===== config.mk =====
export PLATFORM = sky130hd
export DESIGN_NAME = time_set_ctrl_flat
export DESIGN_NICKNAME = d
export VERILOG_FILES = /design/src/rtl/time_set_ctrl_if.sv /design/src/rtl/time_set_ctrl.sv /design/src/flat_wrapper.sv
export SDC_FILE = /design/constraint.sdc
export NUM_CORES = 1
export LEC_CHECK = 0
export CAP_MARGIN = 20
export CORE_UTILIZATION = 50
export DETAILED_ROUTE_END_ITERATION = 12
export PLACE_DENSITY = 0.75
export SLEW_MARGIN = 15
export SYNTH_ARGS = -nofsm -noshare
export SYNTH_HDL_FRONTEND = slang
export SYNTH_SLANG_ARGS = --single-unit

===== constraint.sdc =====
create_clock -name i_clk -period 2.3 [get_ports i_clk]
set_input_delay 0.23 -clock i_clk [delete_from_list [all_inputs] [get_ports i_clk]]
set_output_delay 0.23 -clock i_clk [all_outputs]
set_load 0.02 [all_outputs]

===== src/rtl/time_set_ctrl_if.sv =====
// Bus bundle for the time-setting controller: button and tick inputs,
// current counter values in, shadow values, hold and load strobe out.
interface time_set_ctrl_if;
  logic       i_tick;
  logic       i_btn_mode;
  logic       i_btn_inc;
  logic [7:0] i_hours;
  logic [7:0] i_mins;
  logic       o_hold;
  logic       o_wr;
  logic [7:0] o_hours;
  logic [7:0] o_mins;
  logic [1:0] o_state;

  // Controller side
  modport slave (
    input  i_tick, i_btn_mode, i_btn_inc, i_hours, i_mins,
    output o_hold, o_wr, o_hours, o_mins, o_state
  );

  // Driver side (top level or bench)
  modport master (
    output i_tick, i_btn_mode, i_btn_inc, i_hours, i_mins,
    input  o_hold, o_wr, o_hours, o_mins, o_state
  );
endinterface


===== src/rtl/time_set_ctrl.sv =====
// Time-setting controller for the HH:MM clock. Debounces a mode and an
// increment button, walks RUN -> SET_H -> SET_M -> WRITE, edits shadow BCD
// hours (00-11) and minutes (00-59), holds the counters while editing and
// issues a single load strobe at the end.
// DB_W must be wide enough that 2^DB_W > DB_TICKS.
module time_set_ctrl #(
  parameter int DB_TICKS = 4,
  parameter int DB_W     = 3
) (
  input  logic                 i_clk,
  input  logic                 i_rst_n,
  time_set_ctrl_if.slave       bus
);

  typedef enum logic [1:0] {
    RUN   = 2'd0,
    SET_H = 2'd1,
    SET_M = 2'd2,
    WRITE = 2'd3
  } state_t;

  // Button index 0 = mode, 1 = inc
  logic [1:0]            r_sync1;
  logic [1:0]            r_sync2;
  logic [1:0]            r_stable;
  logic [1:0]            r_stable_d;
  logic [DB_W-1:0]       r_cnt [2];
  logic [1:0]            w_evt;
  logic                  w_evt_mode;
  logic                  w_evt_inc;

  state_t                r_state;
  state_t                w_state_nxt;
  logic                  w_load;
  logic                  w_inc_h;
  logic                  w_inc_m;
  logic [7:0]            r_hours;
  logic [7:0]            r_mins;

  // BCD increment of hours with wrap 11 -> 00; anything malformed restarts at 00
  function automatic logic [7:0] inc12(input logic [7:0] v);
    logic [3:0] hi;
    logic [3:0] lo;
    hi = v[7:4];
    lo = v[3:0];
    if (hi > 4'd9 || lo > 4'd9 || v >= 8'h11)
      inc12 = 8'h00;
    else if (lo == 4'd9)
      inc12 = {hi + 4'd1, 4'd0};
    else
      inc12 = {hi, lo + 4'd1};
  endfunction

  // BCD increment of minutes with wrap 59 -> 00; anything malformed restarts at 00
  function automatic logic [7:0] inc60(input logic [7:0] v);
    logic [3:0] hi;
    logic [3:0] lo;
    hi = v[7:4];
    lo = v[3:0];
    if (hi > 4'd9 || lo > 4'd9 || v >= 8'h59)
      inc60 = 8'h00;
    else if (lo == 4'd9)
      inc60 = {hi + 4'd1, 4'd0};
    else
      inc60 = {hi, lo + 4'd1};
  endfunction

  // Two-flop synchroniser for both raw buttons
  always_ff @(posedge i_clk or negedge i_rst_n) begin
    if (!i_rst_n) begin
      r_sync1 <= 2'b00;
      r_sync2 <= 2'b00;
    end else begin
      r_sync1 <= {bus.i_btn_inc, bus.i_btn_mode};
      r_sync2 <= r_sync1;
    end
  end

  genvar gi;
  generate
    for (gi = 0; gi < 2; gi++) begin : g_db
      // Debounce: accept a new level only after DB_TICKS consecutive differing ticks
      always_ff @(posedge i_clk or negedge i_rst_n) begin
        if (!i_rst_n) begin
          r_cnt[gi]    <= '0;
          r_stable[gi] <= 1'b0;
        end else if (r_sync2[gi] == r_stable[gi]) begin
          r_cnt[gi] <= '0;
        end else if (bus.i_tick) begin
          if (r_cnt[gi] == DB_W'(DB_TICKS - 1)) begin
            r_stable[gi] <= r_sync2[gi];
            r_cnt[gi]    <= '0;
          end else begin
            r_cnt[gi] <= r_cnt[gi] + 1'b1;
          end
        end
      end
    end
  endgenerate

  // Delayed stable level for rising-edge detection
  always_ff @(posedge i_clk or negedge i_rst_n) begin
    if (!i_rst_n)
      r_stable_d <= 2'b00;
    else
      r_stable_d <= r_stable;
  end

  // Press event: one cycle after the stable level rises; releases ignored
  assign w_evt      = r_stable & ~r_stable_d;
  assign w_evt_mode = w_evt[0];
  assign w_evt_inc  = w_evt[1];

  // FSM state register
  always_ff @(posedge i_clk or negedge i_rst_n) begin
    if (!i_rst_n)
      r_state <= RUN;
    else
      r_state <= w_state_nxt;
  end

  // FSM next state and edit commands; a mode event always wins over inc
  always_comb begin
    w_state_nxt = r_state;
    w_load      = 1'b0;
    w_inc_h     = 1'b0;
    w_inc_m     = 1'b0;
    case (r_state)
      RUN: begin
        if (w_evt_mode) begin
          w_state_nxt = SET_H;
          w_load      = 1'b1;
        end
      end
      SET_H: begin
        if (w_evt_mode)
          w_state_nxt = SET_M;
        else if (w_evt_inc)
          w_inc_h = 1'b1;
      end
      SET_M: begin
        if (w_evt_mode)
          w_state_nxt = WRITE;
        else if (w_evt_inc)
          w_inc_m = 1'b1;
      end
      WRITE: begin
        w_state_nxt = RUN;
      end
      default: begin
        w_state_nxt = RUN;
      end
    endcase
  end

  // Shadow registers: capture on entry to SET_H, then edit in place
  always_ff @(posedge i_clk or negedge i_rst_n) begin
    if (!i_rst_n) begin
      r_hours <= 8'h00;
      r_mins  <= 8'h00;
    end else if (w_load) begin
      r_hours <= bus.i_hours;
      r_mins  <= bus.i_mins;
    end else if (w_inc_h) begin
      r_hours <= inc12(r_hours);
    end else if (w_inc_m) begin
      r_mins <= inc60(r_mins);
    end
  end

  assign bus.o_hold  = (r_state != RUN);
  assign bus.o_wr    = (r_state == WRITE);
  assign bus.o_state = r_state;
  assign bus.o_hours = r_hours;
  assign bus.o_mins  = r_mins;

endmodule

===== src/flat_wrapper.sv =====
// flat-port wrapper written by rule: the top's interface ports become plain ports
module time_set_ctrl_flat 
#(
  parameter int DB_TICKS = 4,
  parameter int DB_W     = 3
)
  (i_clk, i_rst_n, bus_i_tick, bus_i_btn_mode, bus_i_btn_inc, bus_i_hours, bus_i_mins, bus_o_hold, bus_o_wr, bus_o_hours, bus_o_mins, bus_o_state);
  time_set_ctrl_if bus_i ();
  input  logic i_clk;
  input  logic i_rst_n;
  input wire logic [$bits(bus_i.i_tick)-1:0] bus_i_tick;
  input wire logic [$bits(bus_i.i_btn_mode)-1:0] bus_i_btn_mode;
  input wire logic [$bits(bus_i.i_btn_inc)-1:0] bus_i_btn_inc;
  input wire logic [$bits(bus_i.i_hours)-1:0] bus_i_hours;
  input wire logic [$bits(bus_i.i_mins)-1:0] bus_i_mins;
  output wire logic [$bits(bus_i.o_hold)-1:0] bus_o_hold;
  output wire logic [$bits(bus_i.o_wr)-1:0] bus_o_wr;
  output wire logic [$bits(bus_i.o_hours)-1:0] bus_o_hours;
  output wire logic [$bits(bus_i.o_mins)-1:0] bus_o_mins;
  output wire logic [$bits(bus_i.o_state)-1:0] bus_o_state;
  assign bus_i.i_tick = bus_i_tick;
  assign bus_i.i_btn_mode = bus_i_btn_mode;
  assign bus_i.i_btn_inc = bus_i_btn_inc;
  assign bus_i.i_hours = bus_i_hours;
  assign bus_i.i_mins = bus_i_mins;
  assign bus_o_hold = bus_i.o_hold;
  assign bus_o_wr = bus_i.o_wr;
  assign bus_o_hours = bus_i.o_hours;
  assign bus_o_mins = bus_i.o_mins;
  assign bus_o_state = bus_i.o_state;
  time_set_ctrl #(.DB_TICKS(DB_TICKS), .DB_W(DB_W)) u_core (.i_clk(i_clk), .i_rst_n(i_rst_n), .bus(bus_i));
endmodule

== After elaboration in Yosys (flattened, before gate mapping) ==
Cells that the tools add are included.

* Flip-flop bits (word level): 32

* Mux-type cells: 25
* $lt $le $gt $ge: 6
* Bitwise logic cells: 4
* Reductions and logical operators: 18
* Add/sub/neg operators: 6
* Equal/unequal tests: 13

{| class="wikitable"
|+ Operators with widths
! operator !! count
|-
| two-way mux 8 bit || 9
|-
| two-way mux 3 bit || 6
|-
| adder 4 x 1 -> 4 bit, second input constant || 4
|-
| greater-than comparator 4 bit, second input constant || 4
|-
| AND reduction 3 bit || 4
|-
| nonzero test 2 bit || 5
|-
| == test 4 bit, second input constant || 2
|-
| greater-or-equal comparator 8 x 5 -> 1 bit, second input constant || 1
|-
| greater-or-equal comparator 8 x 7 -> 1 bit, second input constant || 1
|-
| inequality test 2 x 1 -> 1 bit, second input constant || 4
|-
| one-hot mux 2 bit (4 select lines) || 1
|-
| adder 3 x 1 -> 3 bit, second input constant || 2
|-
| == test 3 x 2 -> 1 bit, second input constant || 2
|-
| two-way mux 1 bit || 6
|-
| two-way mux 2 bit || 3
|-
| nonzero test 3 bit || 2
|-
| == test 2 bit, second input constant || 2
|-
| logical OR 1 bit || 4
|-
| AND reduction 2 bit || 2
|-
| AND 2 bit || 1
|-
| == test 1 bit || 2
|-
| == test 2 x 1 -> 1 bit, second input constant || 1
|-
| zero test 2 bit || 1
|-
| inverter 1 bit || 2
|-
| inverter 2 bit || 1
|}

== Depth between registers and ports, before layout ==
Gate-level depths: netlist (run 1).

* Depth in word-level cells: 8
* Gate-level depth with buffers: 8
* Gate-level depth less buffers: 7

== Worst setup path after synthesis (run 1) ==
OpenSTA, ideal clock, no wires.

* Path type: reg2reg
* Start point: reg u_core.r_state[0] (netlist: u_core.bus.o_state[0])
* End point: reg u_core.r_mins[6] (netlist: u_core.bus.o_mins[6])
* Required time: 2.179 ns
* Setup time: 0.121 ns
* Setup slack: 0.463 ns
* Path buffers: 2
* Data arrival time: 1.716 ns
* Stages on the path, launching flop included: 9
* Period minus slack after synthesis: 1.837 ns
* Cell sequence: dfrtp_1 > inv_1 > ha_1 > inv_1 > or2_1 > clkbuf_1 > buf_2 > o21ai_0 > o22a_1

* Cells in the longest elaborated chain, start to end: 4

{| class="wikitable"
|+ Ends and longest elaborated chain
! item !! RTL line !! RTL
|-
| start: declaration || time_set_ctrl.sv:32 || <nowiki>state_t r_state;</nowiki>
|-
| start signal: assignment || time_set_ctrl.sv:119 || <nowiki>r_state <= w_state_nxt;</nowiki>
|-
| == test 2 x 1 -> 1 bit, or another cell as far along || time_set_ctrl.sv:128 || <nowiki>case (r_state)</nowiki>
|-
| two-way mux 1 bit || time_set_ctrl.sv:128 ||
|-
| inequality test 2 x 1 -> 1 bit (no source line), or another cell as far along || -- ||
|-
| AND reduction 3 bit (no source line) || -- ||
|-
| end signal: assignment || time_set_ctrl.sv:163 || <nowiki>r_mins <= bus.i_mins;</nowiki>
|-
| end signal: assignment || time_set_ctrl.sv:167 || <nowiki>r_mins <= inc60(r_mins);</nowiki>
|-
| end: declaration || time_set_ctrl.sv:38 || <nowiki>logic [7:0] r_mins;</nowiki>
|}

Parallel ways exist; a longest one is shown, timed or not.
A chain may end at the register's enable or synchronous reset.

== Worst setup path in the final report (run 1) ==
* Start point: reg u_core.r_state[0] (netlist: u_core.bus.o_state[0])
* End point: out bus_o_hold

* Cells in the longest elaborated chain, start to end: 1

{| class="wikitable"
|+ Ends and longest elaborated chain
! item !! RTL line !! RTL
|-
| nonzero test 2 bit || time_set_ctrl.sv:171 || <nowiki>assign bus.o_hold = (r_state != RUN);</nowiki>
|-
| end: declaration || flat_wrapper.sv:16 || <nowiki>output wire logic [$bits(bus_i.o_hold)-1:0] bus_o_hold;</nowiki>
|}

No other way between the ends.

==> impl_results.md, run 1 <==
* DR WL/cell at 13.6 µm
* Horiz. Die Dim at 62.8 µm
* Max_slew headroom at approximately two thirds
* Drt drc at 0
* Syn Nets at about 230
* Yosys reg bits at 32
* Drt first pass iters at 4
* CTS H-tree depth at 2
* Share of cells above drive strength 1 at 8.12%
* Post-CTS Setup Inserts at 0
* Yosys synthesis warning count at 0
* Drt total wl at roughly 3800 µm
* Synth area leaders: dfrtp_1 (43%), ha_1 (8.8%), nand2_1 (4.5%), nor2_1 (3.0%), a21oi_1 (3.0%)
* CTS Root Cell: clkbuf_8
* Post-DP Area at approximately 2300 µm²
* Initial antenna violation count at 0
* First-pass GRT wire length at approximately 6500 µm
* IO Pins at 41
* P_leak at roughly 0.0010 µW
* Crit end category: output pin
* Design Area, Final at 2390 µm²
* Layout Skew at between 6 and 7 ps
* Crit path kind: register to output pin
* Critical Path RT at around 2100 ps
* Fmax at a little over 0.5 GHz
* Commonest cells after routing, fill and taps aside: clkdlybuf4s50_1 (40), dfrtp_1 (32), nand2_1 (22)
* CTS Sinks at 32
* Top FF cell, synth: dfrtp_1
* Final setup fails at 0
* Post_cts resized at 0
* Drt initial violations at roughly 90
* Top cell type by total area after synthesis: dfrtp_1
* Period utilization at between 80% and 90%
* CTS Buffer Depth at 2
* Ys async rst share at 100%
* Largest net degree at the start of global routing at 33
* Vias per std cell at ~5.4
* Mapped Cells at around 190
* Post-synth EDFFs at 0
* TritonCTS clock tree: yes
* Leading cell type in the layout, fill and taps excluded: clkdlybuf4s50_1
* Min Tclk post-route at slightly below 2000 ps
* IO buf count at 40
* Number of max-cap violations at 0
* Later-pin clock latency in the skew report at between 200 and 300 ps
* Cell Rows at 21
* Fin. Hold Viols at 0
* HPWL Detailed at about 2800 µm
* CTS Hold Bufs at 0
* Maximum vdd drop at approximately 0.00079 V
* Sequential-to-total area share from yosys stat at between 40% and 50%
* Max-slew violations at 0
* RSZ-0062 raised after global routing: no
* Core area at 3440 µm²
* Area fraction of the dominant cell type after synthesis at a little over two fifths
* Vias in the first global route at between 1000 and 1500
* Status: finished clean
* Starting Density at around 54%
* Syn_area_per_cell at between 9 and 10 µm²
* Setup_tns at 0 ps
* GPL Wtd Cong at 0.847
* Startpoint types: register
* Slew @ Worst Pin at roughly 470 ps
* Clock-pin slew on the worst setup and hold paths at around 60 ps
* Hold crit path type: input port to asynchronous set/reset pin
* Total die area at 3950 µm²
* Die height at about 63 µm
* N_diodes at 0
* Post-DRT Antenna Nets at 0
* Pwr dens at between 1000 and 1500 nW/µm²
* Fillers at around 280
* Arrival @ worst endpoint at 1740 ps
* CP Max Fanout at 5
* Area grow syn2layout at 29.2%
* Final net count at around 270
* Vias at 1514
* GRT Util Overall at between 20% and 30%
* Global route overflow at 0
* Cell area after synthesis at 1850 µm²
* Total CTS buffers at 5
* Yosys cell types at between 40 and 50
[area by class of cell]
| class | count | area [µm²] | area share [%] |
|---|---|---|---|
| flip-flops and latches | 32 | 801 | 33.5 |
| multi-input cells | 142 | 966 | 40.4 |
| clock buffers | 6 | 72.6 | 3.04 |
| clock inverters | 2 | 35.0 | 1.47 |
| repair buffers | 43 | 423 | 17.7 |
| well taps | 46 | 57.6 | 2.41 |
| inverters | 9 | 33.8 | 1.41 |
[logic make-up (layout without fill, tap and decap cells)]
| logic type | count (synthesis) | count (layout) | synth area share, % |
|---|---|---|---|
| and+or+nand+nor | 75 | 75 | 22.5 |
| AOI/OAI and AO/OA | 46 | 46 | 16.6 |
| DFF | 32 | 32 | 43.3 |
| buffers and inverters | 18 | 60 | 4.46 |
| adders and majority gates | 13 | 13 | 8.80 |
| muxes | 6 | 6 | 3.45 |
| xor gates and xnor gates | 2 | 2 | 0.947 |
[sequential cells by signal, summed over array words and instances, names as in the netlist]
signal and cells:
u_core.r_stable 2, u_core.r_sync2 2, u_core.r_stable_d 2, u_core.bus.o_state 2, u_core.bus.o_mins 8, u_core.r_sync1 2
u_core.r_cnt 6, u_core.bus.o_hours 8
[layer usage]
metal  share of wire [%]  vias to the layer above  track usage [%]
met5                   0                        -                0
li1                    -                      750                -
met1                  47                      724             28.0
met4                 1.3                        0             7.85
met2                  46                       35             32.5
met3                 5.4                        5             6.20
[through the flow]
stage	hold WS (ps)	cells	utilization, %	power, µW	worst slack, ps
3_3_place_gp	337	272	66.3	2620	475
3_5_place_dp	340	272	66.3	2680	369
4_1_cts	357	280	69.4	3220	309
5_1_grt	364	280	69.4	3420	226
2_1_floorplan	-65.6	192	-	2120	463
6_report	342	280	69.4	3200	326
[critical path, stage by stage, from the launching register on]
cell	delay (ps)
dfrtp_1	420
inv_1	110
ha_1	230
inv_1	90
clkdlybuf4s50_1	620
[worst paths after layout]
kind                                                         from                           endpoint  slack [ps]  cells after the start
worst max register to register  u_core.bus.o_state[0]$_DFFE_PN0P_   u_core.bus.o_mins[0]$_DFFE_PN0P_         350                      8
worst min register to register        u_core.r_sync1[0]$_DFF_PN0_        u_core.r_sync2[0]$_DFF_PN0_         350                      0
worst min-delay path                                      i_rst_n   u_core.bus.o_mins[3]$_DFFE_PN0P_         340                      2
worst max-delay path            u_core.bus.o_state[0]$_DFFE_PN0P_                         bus_o_hold         330                      4
min in group i_clk                    u_core.r_sync1[0]$_DFF_PN0_        u_core.r_sync2[0]$_DFF_PN0_         350                      0
max in group asynchronous                                 i_rst_n  u_core.bus.o_hours[7]$_DFFE_PN0P_        1670                      2
[power by group]
| part | internal (µW) | switching (µW) | leakage [µW] | total, µW |
|---|---|---|---|---|
| combinational | 779 | 818 | 0.000587 | 1600 |
| sequential | 774 | 303 | 0.000400 | 1080 |
| clock | 321 | 204 | 0.0000552 | 525 |
| total | 1870 | 1320 | 0.00104 | 3200 |
[cell usage after synthesis (4+ instances only)]
master / instances
clkbuf_1: 4
o21ai_0: 6
dfrtp_1: 32
nand3_1: 8
o21a_1: 4
o21ai_1: 7
nand2b_1: 7
a31oi_1: 4
nand2_1: 22
a21oi_1: 11
nor2_1: 15
ha_1: 13
inv_1: 9
Power figures use the tool's default switching activity.
==> inputs of run 2 (changes only) <==
CTS_CLUSTER_DIAMETER = 50   (was not set)
==> results of run 2 <==
Same layout as run 1: the final DEF is identical, and so are final timing and power.
==> inputs of run 3 (changes only) <==
CORE_UTILIZATION = 52   (was 50)
CTS_BUF_LIST = sky130_fd_sc_hd__clkbuf_4   (was not set)
PLACE_DENSITY = 0.78   (was 0.75)
==> run 3 against run 2 <==
Compared with the run above: count of clock-buffer cells in the layout unchanged; global-route usage increased by 2.7 points; hold slack got worse by 48 ps; non-clock buffer count rose by 1; die area decreased by 3.7%; highest routed layer unchanged; critical endpoint unchanged; largest cell class unchanged; first-iteration DRC count is 15% higher; sequential share of layout area increased by 0.72 points; fmax is 2.2% lower; final area decreased by 2.1%.
==> impl_results.md, run 3 (synthesized netlist as in run 1, its figures left out) <==
* Final net count at 268 (+0.37%)
* Drt total wl at 4070 µm (+6.4%)
* NetSw at 1320 µW (about the same)
* Critical Path Source: u_core.bus.o_state[0]$_DFFE_PN0P_
* Area occupied by multi-input gates at 966 µm² (unchanged)
* Clock-pin slew on the worst setup and hold paths at 90 ps (+30 ps)
* Final setup fails at 0 (unchanged)
* Total Power at 3010 µW (-5.9%)
* Max_slew headroom at 68.2% (-0.21 points)
* Core area at 3360 µm² (-2.3%)
* Part of the power in combinational logic at 54.1% (+4.2 points)
* FF+latch area at 801 µm² (unchanged)
* Crit end category: output pin
* Leading cell type in the layout, fill and taps excluded: clkdlybuf4s50_1
* Fin. Hold Viols at 0 (unchanged)
* Design Area, Final at 2340 µm² (-2.1%)
* Vias per std cell at 5.49 (+1.5%)
* R2R setup slack at 370 ps (+20 ps)
* Switching Share at 44.0% (+2.6 points)
* Post-DP Area at 2290 µm² (+0.33%)
* Maximum vdd drop at 0.000651 V (-18%)
* Startpoint types: register
* Post-DRT Antenna Nets at 0 (unchanged)
* CTS Root Cell: clkbuf_4
* Largest net degree at the start of global routing at 33 (unchanged)
* Launching point of the worst reg2reg path: u_core.bus.o_state[0]$_DFFE_PN0P_
* IO buf count at 40 (unchanged)
* GRT Util Overall at 23.8% (+2.7 points)
* CTS Buffer Depth at 2 (unchanged)
* DR WL/cell at 14.5 µm (+6.4%)
* Pwr dens at 1290 nW/µm² (-3.9%)
* Post_cts resized at 0 (unchanged)
* Fmax at 0.495 GHz (-2.2%)
* Total die area at 3800 µm² (-3.7%)
* CTS Hold Bufs at 0 (unchanged)
* Status: finished clean
* Starting Density at 55.0% (+1.3 points)
* Hold crit path type: input port to asynchronous set/reset pin
* Crit path kind: register to output pin
* R2R Path End: u_core.bus.o_mins[0]$_DFFE_PN0P_
* Fillers at 296 (+6.5%)
* Drt drc at 0 (unchanged)
* GPL Wtd Cong at 0.834 (-1.6%)
* Setup_tns at 0 ps (unchanged)
* CP Max Fanout at 5 (unchanged)
* Later-pin clock latency in the skew report at 330 ps (+40 ps)
* Cell Rows at 21 (unchanged)
* Drt initial violations at 102 (+15%)
* Seq pwr share at 36.0% (+2.3 points)
* Vias at 1537 (+1.5%)
* Post-CTS Setup Inserts at 0 (unchanged)
* Min Tclk post-route at 2020 ps (+44.5 ps)
* Die height at 61.6 µm (-1.9%)
* P_leak at 0.00102 µW (-1.9%)
* Max-slew violations at 0 (unchanged)
* Arrival @ worst endpoint at 1790 ps (+50 ps)
* TritonCTS clock tree: yes
* End point of the critical path: bus_o_hold
* Critical Path RT at 2070 ps (about the same)
* CTS Sinks at 32 (unchanged)
* Initial antenna violation count at 0 (unchanged)
* Global route overflow at 0 (unchanged)
* Pint at 1690 µW (-10%)
* Commonest cells after routing, fill and taps aside: clkdlybuf4s50_1 (40), dfrtp_1 (32), nand2_1 (22)
* Number of max-cap violations at 0 (unchanged)
* First-pass GRT wire length at 6470 µm (-0.11%)
* Area grow syn2layout at 26.5%
* Vias in the first global route at 1463 (+4.3%)
* Worst reg2reg path depth at 8 (unchanged)
* Layout Skew at 8.97 ps (+2.93 ps)
* HPWL Detailed at 3070 µm (+9.2%)
* Clock power frac at 9.9% (-6.5 points)
* RSZ-0062 raised after global routing: no
* Period utilization at 87.8% (+1.9 points)
* Slew @ Worst Pin at 476 ps (+1.93 ps)
* Horiz. Die Dim at 61.6 µm (-1.9%)
* IO Pins at 41 (unchanged)
* Drt first pass iters at 4 (unchanged)
* CTS H-tree depth at 2 (unchanged)
* Total CTS buffers at 5 (unchanged)
* Hold_ws at 293 ps (-48.1 ps)
* Share of cells above drive strength 1 at 8.55% (+0.43 points)
* N_diodes at 0 (unchanged)
[run 3: worst min-delay path by stage]
stage | end | start | slack (ps)
after floorplan | u_core.bus.o_hours[0]$_DFFE_PN0P_ | i_rst_n | -70
after global placement | u_core.r_sync2[1]$_DFF_PN0_ | u_core.r_sync1[1]$_DFF_PN0_ | 330
after detailed placement | u_core.r_sync2[0]$_DFF_PN0_ | u_core.r_sync1[0]$_DFF_PN0_ | 340
after CTS | u_core.r_sync1[1]$_DFF_PN0_ | i_rst_n | 290
after global routing | u_core.r_stable[1]$_DFFE_PN0P_ | i_rst_n | 310
final | u_core.r_stable[1]$_DFFE_PN0P_ | i_rst_n | 290
[run 3: power by group through the flow]
stage               clock (µW)  combinational, µW  sequential [µW]
floorplan                    0                945             1180
global placement             0               1560             1060
detailed placement           0               1630             1090
CTS                        312               1640             1080
global route               333               1820             1120
finish                     299               1630             1080
[run 3: critical path, cell delays in order (launching register included)]
cell and delay (ps):
dfrtp_1 420, inv_1 100, ha_1 230, inv_1 90, clkdlybuf4s50_1 620
[run 3: area by class of cell]
cell class	count	share of cell area, %
Clock buffer	6	1.93
Sequential cell	32	34.2
Tap cell	46	2.46
Inverter	9	1.44
Timing Repair Buffer	44	18.4
Multi-Input combinational cell	142	41.3
Clock inverter	1	0.214
[run 3: per-layer routing]
metal	vias up	track usage (%)	part of all wire (%)
met3	6	6.72	4.6
met4	0	8.89	1.5
met1	738	28.7	45
met2	35	40.6	49
met5	-	0	0
li1	758	-	-
[run 3: stage by stage]
stage	worst slack [ps]	utilization (%)	instances
2_1_floorplan	463	-	192
6_report	281	69.5	280
3_3_place_gp	504	68.0	273
4_1_cts	250	69.5	280
5_1_grt	168	69.5	280
3_5_place_dp	392	68.0	273
